File: config.mk
export PLATFORM = sky130hd
export DESIGN_NAME = rat_add_arb
export DESIGN_NICKNAME = d
export VERILOG_FILES = /design/src/rtl/rat_add_arb.sv
export SDC_FILE = /design/constraint.sdc
export NUM_CORES = 2
export LEC_CHECK = 0
export BUFFER_PORTS_ARGS = -buffer_cell sky130_fd_sc_hd__buf_2
export CORE_ASPECT_RATIO = 1.4
export CORE_MARGIN = 2
export CORE_UTILIZATION = 63
export CTS_CLUSTER_DIAMETER = 40
export DETAILED_ROUTE_END_ITERATION = 6
export GPL_ROUTABILITY_DRIVEN = 0
export GPL_TIMING_DRIVEN = 0
export MAX_ROUTING_LAYER = met4
export PLACE_DENSITY = 0.84
export SETUP_SLACK_MARGIN = 0.15
export SYNTH_ARGS = -nofsm -noshare
export SYNTH_HDL_FRONTEND = slang
export SYNTH_SLANG_ARGS = --single-unit
export TNS_END_PERCENT = 20
File: constraint.sdc
create_clock -name clk -period 9.5 [get_ports clk]
set_input_delay 2.375 -clock clk [delete_from_list [all_inputs] [get_ports clk]]
set_output_delay 2.375 -clock clk [all_outputs]
set_load 0.02 [all_outputs]
File: src/rtl/rat_add_arb.sv
// Round-robin arbiter sharing one rational-addition datapath (s = l + r) among NREQ requesters.
// Equal denominators finish in one step, unequal ones cross-multiply in two.
module rat_add_arb #(
    parameter int unsigned WIDTH = 32,
    parameter int unsigned NREQ  = 4,
    parameter int unsigned IDW   = 2
) (
    input  logic                    clk,
    input  logic                    rst,
    input  logic [NREQ-1:0]         req_valid,
    output logic [NREQ-1:0]         req_ready,
    input  logic [NREQ*WIDTH-1:0]   req_l_num,
    input  logic [NREQ*WIDTH-1:0]   req_l_den,
    input  logic [NREQ*WIDTH-1:0]   req_r_num,
    input  logic [NREQ*WIDTH-1:0]   req_r_den,
    output logic                    resp_valid,
    input  logic                    resp_ready,
    output logic [IDW-1:0]          resp_id,
    output logic [WIDTH-1:0]        resp_num,
    output logic [WIDTH-1:0]        resp_den,
    output logic                    resp_err,
    output logic                    busy
);

    localparam logic [1:0] IDLE  = 2'd0;
    localparam logic [1:0] CALC1 = 2'd1;
    localparam logic [1:0] CALC2 = 2'd2;
    localparam logic [1:0] RESP  = 2'd3;

    localparam int unsigned XW = IDW + 1;
    localparam logic [XW-1:0] NREQ_X = XW'(NREQ);

    logic [1:0]          state;
    logic [1:0]          state_nxt;
    logic [IDW-1:0]      ptr;
    logic [IDW-1:0]      ptr_nxt;
    logic [IDW-1:0]      gnt;
    logic                gnt_found;
    logic [2*NREQ-1:0]   rot;
    logic [XW-1:0]       off;
    logic [XW-1:0]       gsum;
    logic [XW-1:0]       psum;
    logic                accept;

    logic [WIDTH-1:0]    l_num, l_den, r_num, r_den;
    logic [WIDTH-1:0]    t1, t2, t3;
    logic [WIDTH-1:0]    sel_l_num, sel_l_den, sel_r_num, sel_r_den;

    // Rotate requests so bit 0 is the pointer position, then take the first set bit.
    always_comb begin
        rot       = {req_valid, req_valid} >> ptr;
        gnt_found = 1'b0;
        off       = '0;
        for (int unsigned k = 0; k < NREQ; k++) begin
            if (!gnt_found && rot[k]) begin
                gnt_found = 1'b1;
                off       = XW'(k);
            end
        end
        gsum = {1'b0, ptr} + off;
        if (gsum >= NREQ_X) begin
            gsum = gsum - NREQ_X;
        end
        gnt  = gsum[IDW-1:0];
        psum = gsum + XW'(1);
        if (psum >= NREQ_X) begin
            psum = psum - NREQ_X;
        end
        ptr_nxt = psum[IDW-1:0];
    end

    // Operand select for the granted requester.
    always_comb begin
        sel_l_num = '0;
        sel_l_den = '0;
        sel_r_num = '0;
        sel_r_den = '0;
        for (int unsigned i = 0; i < NREQ; i++) begin
            if (gnt == IDW'(i)) begin
                sel_l_num = req_l_num[i*WIDTH +: WIDTH];
                sel_l_den = req_l_den[i*WIDTH +: WIDTH];
                sel_r_num = req_r_num[i*WIDTH +: WIDTH];
                sel_r_den = req_r_den[i*WIDTH +: WIDTH];
            end
        end
    end

    assign accept = (state == IDLE) && gnt_found;

    always_comb begin
        req_ready = '0;
        if (accept && !rst) begin
            req_ready = NREQ'(1) << gnt;
        end
    end

    always_ff @(posedge clk) begin
        if (rst) begin
            state <= IDLE;
        end else begin
            state <= state_nxt;
        end
    end

    always_comb begin
        state_nxt = state;
        case (state)
            IDLE: begin
                if (accept) begin
                    state_nxt = CALC1;
                end
            end
            CALC1: begin
                if ((l_den == '0) || (r_den == '0) || (l_den == r_den)) begin
                    state_nxt = RESP;
                end else begin
                    state_nxt = CALC2;
                end
            end
            CALC2: state_nxt = RESP;
            RESP: begin
                if (resp_ready) begin
                    state_nxt = IDLE;
                end
            end
            default: state_nxt = IDLE;
        endcase
    end

    // Operand capture, arithmetic steps and the held response registers.
    always_ff @(posedge clk) begin
        if (rst) begin
            ptr      <= '0;
            l_num    <= '0;
            l_den    <= '0;
            r_num    <= '0;
            r_den    <= '0;
            t1       <= '0;
            t2       <= '0;
            t3       <= '0;
            resp_id  <= '0;
            resp_num <= '0;
            resp_den <= '0;
            resp_err <= 1'b0;
        end else begin
            case (state)
                IDLE: begin
                    if (accept) begin
                        l_num   <= sel_l_num;
                        l_den   <= sel_l_den;
                        r_num   <= sel_r_num;
                        r_den   <= sel_r_den;
                        resp_id <= gnt;
                        ptr     <= ptr_nxt;
                    end
                end
                CALC1: begin
                    if ((l_den == '0) || (r_den == '0)) begin
                        resp_num <= '0;
                        resp_den <= '0;
                        resp_err <= 1'b1;
                    end else if (l_den == r_den) begin
                        resp_num <= l_num + r_num;
                        resp_den <= l_den;
                        resp_err <= 1'b0;
                    end else begin
                        t1 <= l_num * r_den;
                        t2 <= r_num * l_den;
                        t3 <= l_den * r_den;
                    end
                end
                CALC2: begin
                    resp_num <= t1 + t2;
                    resp_den <= t3;
                    resp_err <= 1'b0;
                end
                default: ;
            endcase
        end
    end

    assign resp_valid = (state == RESP);
    assign busy       = (state != IDLE);

endmodule

==> impl.org, run 1 <==
** Outcome
- The flow did not finish.
- Last flow stage reached :: 5_1_grt
- First logged error message :: [ERROR GRT-0116] Global routing finished with congestion. Check the congestion regions in the DRC Viewer.

** Floorplan
- Site row count :: 139
- Width of the die :: 275.7 um
- Ports :: 592
- Initial core utilization :: 63.45%
- Height of the die :: 384.4 um

** Placement
- Once placement finished, the instance area stood at 0.06974 mm2.
- Port buffering added 590 buffers.
- Pre-CTS WS :: -94.60 ps
- Summed over all nets, the half-perimeter wirelength after detailed placement is 241500 um.

** Synth
- Yosys instantiated no cell more often than sky130_fd_sc_hd__fa_1.
- The synthesized netlist contains 90 unique library cells.
- Yosys synthesis warning count :: 0
- Post-Synthesis Mean Instance Area :: 8.458 um2
- Most used flip-flop cell after synthesis :: sky130_fd_sc_hd__dfxtp_1
- Summing the sequential cell areas from Yosys gives 9.070% of the chip area.
- In this run, synthesis inferred 0 flip-flops with an integrated enable.
- Synth Register Bits :: 295
- The top cell type by area accounts for 37.70% of the synthesized area.
- The synthesized design spends more area on one cell type than any other, namely sky130_fd_sc_hd__fa_1.
- Counting flops with an async set or reset pin after synthesis yields a share of 0%.
- Main area contributors after synthesis :: sky130_fd_sc_hd__fa_1 (38%), sky130_fd_sc_hd__dfxtp_1 (9.1%), sky130_fd_sc_hd__ha_1 (8.8%), sky130_fd_sc_hd__and2_1 (8.4%), sky130_fd_sc_hd__inv_1 (6.9%)
- Count of mapped cells out of synthesis :: 7698
- The number of nets handed over by synthesis was 9900.
- In this run the cell area of the synthesized design comes to 0.06511 mm2.
- Leading post-synthesis cells by instance count :: sky130_fd_sc_hd__fa_1 (1226), sky130_fd_sc_hd__inv_1 (1189), sky130_fd_sc_hd__nand2_1 (1029)

** GRT
- Global routing used 65.32% of the available tracks.
- The number of global-route vias before repair is 69233.
- Pin count of the biggest net entering global routing :: 15
- Grt ovf :: 180
- The first global-routing pass estimated 479400 um of wire.

** Clock tree
- The number of clock buffers added by TritonCTS is 40.
- CTS saw 295 sinks.
- Buffers inserted to repair hold after CTS numbered 0.
- H-tree levels :: 2
- Max clock buf depth :: 3
- Buffers added to address setup during post-CTS repair amount to 0.
- Cell at the root of the clock tree :: sky130_fd_sc_hd__clkbuf_16
[what timing repair did]
item,4_1_cts
gates resized for setup,5
cloned,0
pin swaps,0
setup endpoints to repair,2
[layer usage]
layer  global-route usage [%]  overflow
met5                        -         -
met4                    60.75        80
met3                    49.64         4
met2                    80.97        92
met1                    63.65         4
[logic make-up after synthesis]
family | after synthesis | synth area share, %
fa+ha+maj | 1683 | 46.48
mux | 7 | 0.1115
simple gates | 2594 | 19.31
flops | 295 | 9.070
compound gates | 1098 | 10.98
buf+inv | 1727 | 10.05
xor+xnor | 294 | 3.997
[through the flow]
stage	hold slack (ps)	std cells	utilization (%)
floorplan	432.0	7698	-
global placement	442.2	9627	67.96
detailed placement	445.4	9627	67.96
CTS	453.5	9700	69.33
==> run 2: changes to the inputs <==
Settings changed: CORE_ASPECT_RATIO 1.4 to default, CORE_UTILIZATION 63 to 40, CTS_CLUSTER_DIAMETER 40 to default, MAX_ROUTING_LAYER met4 to default, PLACE_DENSITY 0.84 to default, PLACE_DENSITY_LB_ADDON from default to 0.15, SETUP_SLACK_MARGIN 0.15 to default.
==> impl.org, run 2 <==
** Timing
- Final-report hold violation count :: 0
- Across all setup checks in the final design, the least slack found is -103.7 ps.
- Maximum clock frequency :: 104.1 MHz
- The final number of max-transition violations is 105.
- Hold_ws :: 454.4 ps
- At the pin with the least slew margin, the transition time is 1618 ps.
- Setup violations remaining at the end of the flow were counted as 1.
- Final worst path period share :: 101.1%
- The routed design could run at a clock period as short as 9604 ps.
- On the final layout, the worst clock skew is 42.65 ps.
- Setup repair after global routing missed its margin :: yes
- In this run the tightest slew margin relative to its limit is -9.413%.
- TNS Setup :: -103.7 ps

** Clock tree
- The number of sinks driven by the clock tree came to 295 (unchanged).
- For the worst-skew pair, the clock arrives at the later sink with an insertion delay of 620 ps.
- H-tree levels :: 2 (unchanged)
- Number of buffers added by the clock tree synthesis step :: 37 (-7.5%)
- The cell sitting at the root of the clock tree is a sky130_fd_sc_hd__clkbuf_16.
- The maximum clock path buffer count was 3 (unchanged).
- TritonCTS built the clock tree.
- The post-CTS setup-driven buffer insertion count came to 0 (unchanged).
- After clock tree synthesis, the clock-pin slew on the worst setup and hold paths is 70 ps.
- The hold buffer count at CTS is 0 (unchanged).

** Critical path
- Maximum fanout encountered on the critical timing path :: 12
- CP endpoint kind :: flop
- STA puts the critical path data required time at 10010 ps.
- Worst Path Arrival :: 10120 ps
- Startpoint type of the worst setup path :: flop
- The critical path in this run is classified as reg -> reg.

** Flow run
- Max Cap Violations :: 12

** Layout
- After the last flow step, the layout net total stands at 10530.
- Layout-stage area growth over the synthesis result :: 10.94%
- The library cell used most frequently in the layout, excluding fill and tap cells, is sky130_fd_sc_hd__fa_1.
- Most frequent cells in the layout :: sky130_fd_sc_hd__fa_1 (1226), sky130_fd_sc_hd__inv_1 (1189), sky130_fd_sc_hd__nand2_1 (1029), sky130_fd_sc_hd__and2_1 (875), sky130_fd_sc_hd__buf_2 (602)
- Share of cells above drive strength 1 :: 8.943%
- Number of filler instances in the final layout :: 16626

** Synth
- The sequential cell area fraction in the yosys report was 9.070% (unchanged).
- The count of state elements after synthesis was 295 (unchanged).
- The distinct cell type count after synthesis was 90 (unchanged).
- Area of the mapped netlist :: 0.06511 mm2 (unchanged)
- In the post-synthesis netlist, the biggest area contributors are sky130_fd_sc_hd__fa_1 (38%), sky130_fd_sc_hd__dfxtp_1 (9.1%), sky130_fd_sc_hd__ha_1 (8.8%), sky130_fd_sc_hd__and2_1 (8.4%), sky130_fd_sc_hd__inv_1 (6.9%).
- Count of mapped cells out of synthesis :: 7698 (unchanged)
- Share of flip-flops with an asynchronous set or reset after synthesis :: 0% (unchanged)
- The biggest area contributor in the post-synthesis netlist is sky130_fd_sc_hd__fa_1.
- The number of synthesis warnings came to 0 (unchanged).
- For this run, the leading register cell type out of synthesis is sky130_fd_sc_hd__dfxtp_1.
- Most common cell in the netlist :: sky130_fd_sc_hd__fa_1
- The net count after synthesis came to 9900 (unchanged).
- The portion of synthesized cell area occupied by the leading cell type came to 37.70% (unchanged).
- The number of enable flip-flop cells after synthesis is 0 (unchanged).
- Leading post-synthesis cells by instance count :: sky130_fd_sc_hd__fa_1 (1226), sky130_fd_sc_hd__inv_1 (1189), sky130_fd_sc_hd__nand2_1 (1029)
- The average instance area after synthesis was 8.458 um2 (unchanged).

** Drt
- Number of antenna-violating nets in the routed design :: 0
- Drc violations :: 0
- Vias after detailed routing :: 61783
- The final layout contains routed wiring with a total length of 331100 um.
- DRT iter0 DRCs :: 7100
- Avg Vias per Cell :: 5.844
- Router iterations before antenna repair :: 6
- Post-DR wirelength/cell :: 31.32 um

** GRT
- The number of global-route vias before repair was 61772.
- After global routing the overflow that remains totals 0.
- GRT Overall Usage :: 39.39%
- Entering global routing, the biggest net connects 20 pins.
- The initial antenna violation count is 70.
- The first global-routing pass estimated 460000 um of wire.

** Floorplan
- Height of the die :: 407.5 um (+6.0%)
- The starting density of the core was 40.14% (-23 points).
- Site row count :: 148 (+6.5%)
- The die outline width came to 407.5 um (+48%).
- Ports :: 592 (unchanged)
- Die Footprint :: 0.1660 mm2
- Core footprint :: 0.1622 mm2

** Outcome
- Result of the run :: finished, violations left
- The checks that failed: max-capacitance violations, max-slew violations, negative setup slack.

** Placement
- Final HPWL from detailed placement :: 269200 um (+11%)
- Count of input and output buffers :: 590 (unchanged)

** Min path
- The worst hold path belongs to the class reg -> reg.
## run 2: logic make-up after synthesis
family                     after synthesis  synth area share, %
and+or+nand+nor                       2594                19.31
buffers and inverters                 1727                10.05
adders and majority gates             1683                46.48
AOI/OAI and AO/OA                     1098                10.98
DFF                                    295                9.070
xor gates and xnor gates               294                3.997
muxes                                    7               0.1115
## run 2: metrics by stage
stage / std cells / area, um2 / utilization, % / setup WS, ps
5_1_grt: 10530 / 72130 / 44.46 / -61.83
2_1_floorplan: 7698 / 65110 / - / 2533
4_1_cts: 10528 / 72070 / 44.43 / 19.53
6_report: 10572 / 72230 / 44.53 / -103.7
3_5_place_dp: 10466 / 70840 / 43.67 / -793.1
3_3_place_gp: 10463 / 70780 / 43.64 / -847.8
## run 2: area by class of cell
type                       count  area [um2]  share of cell area (%)
timing repair buffer         594        2998                   4.150
inverter                    1189        4463                   6.179
antenna                       44       110.1                  0.1524
tap                         2175        2721                   3.767
clock inverter                15       148.9                  0.2061
multi-input combinational   5676       52700                   72.96
clock buffer                  49        1052                   1.457
buffer                       535        2130                   2.948
sequential                   295        5908                   8.179
## run 2: final timing paths
path	from	to	slack [ps]	cells after the start
worst min register to register	t3[26]$_SDFFE_PP0P_	t3[26]$_SDFFE_PP0P_	450	2
worst max-delay path	l_den[22]$_SDFFE_PP0P_	t2[31]$_SDFFE_PP0P_	-100	25
worst min-delay path	t3[26]$_SDFFE_PP0P_	t3[26]$_SDFFE_PP0P_	450	2
worst max register to register	l_den[22]$_SDFFE_PP0P_	t2[31]$_SDFFE_PP0P_	-100	25
## run 2: repair_timing
action,CTS,global route
hold endpoints to repair,0,0
setup endpoints to repair,11,5
gates resized for setup,17,42
## run 2: layer usage
metal  vias up  global-route usage (%)  wire length, um
li1      25316                       -                -
met1     30776                   46.94           117700
met2      4482                   55.13           133100
met3      1165                   17.60            48620
met4        44                   30.26            31030
met5         -                   1.293              612
## run 2: critical path, stage by stage, from the launching register on
cell and delay, ps:
sky130_fd_sc_hd__dfxtp_1 900, sky130_fd_sc_hd__clkbuf_1 1030, sky130_fd_sc_hd__clkbuf_1 690, sky130_fd_sc_hd__nand2_1 170
sky130_fd_sc_hd__fa_1 540, sky130_fd_sc_hd__inv_1 50, sky130_fd_sc_hd__fa_1 480, sky130_fd_sc_hd__inv_1 60
sky130_fd_sc_hd__fa_1 510, sky130_fd_sc_hd__inv_1 60, sky130_fd_sc_hd__fa_1 530, sky130_fd_sc_hd__inv_1 50
sky130_fd_sc_hd__fa_1 520, sky130_fd_sc_hd__fa_1 440, sky130_fd_sc_hd__fa_1 500, sky130_fd_sc_hd__inv_1 50
sky130_fd_sc_hd__fa_1 390, sky130_fd_sc_hd__xnor2_1 210, sky130_fd_sc_hd__xnor2_1 160, sky130_fd_sc_hd__xnor2_1 160
sky130_fd_sc_hd__xnor2_1 170, sky130_fd_sc_hd__xnor2_1 170, sky130_fd_sc_hd__xnor2_1 110, sky130_fd_sc_hd__xnor2_1 830
sky130_fd_sc_hd__xnor2_1 370, sky130_fd_sc_hd__a211oi_1 310
Power of run 2 is not shown: default switching activity piles up to over one toggle a cycle in this logic, so the estimate is an artifact.
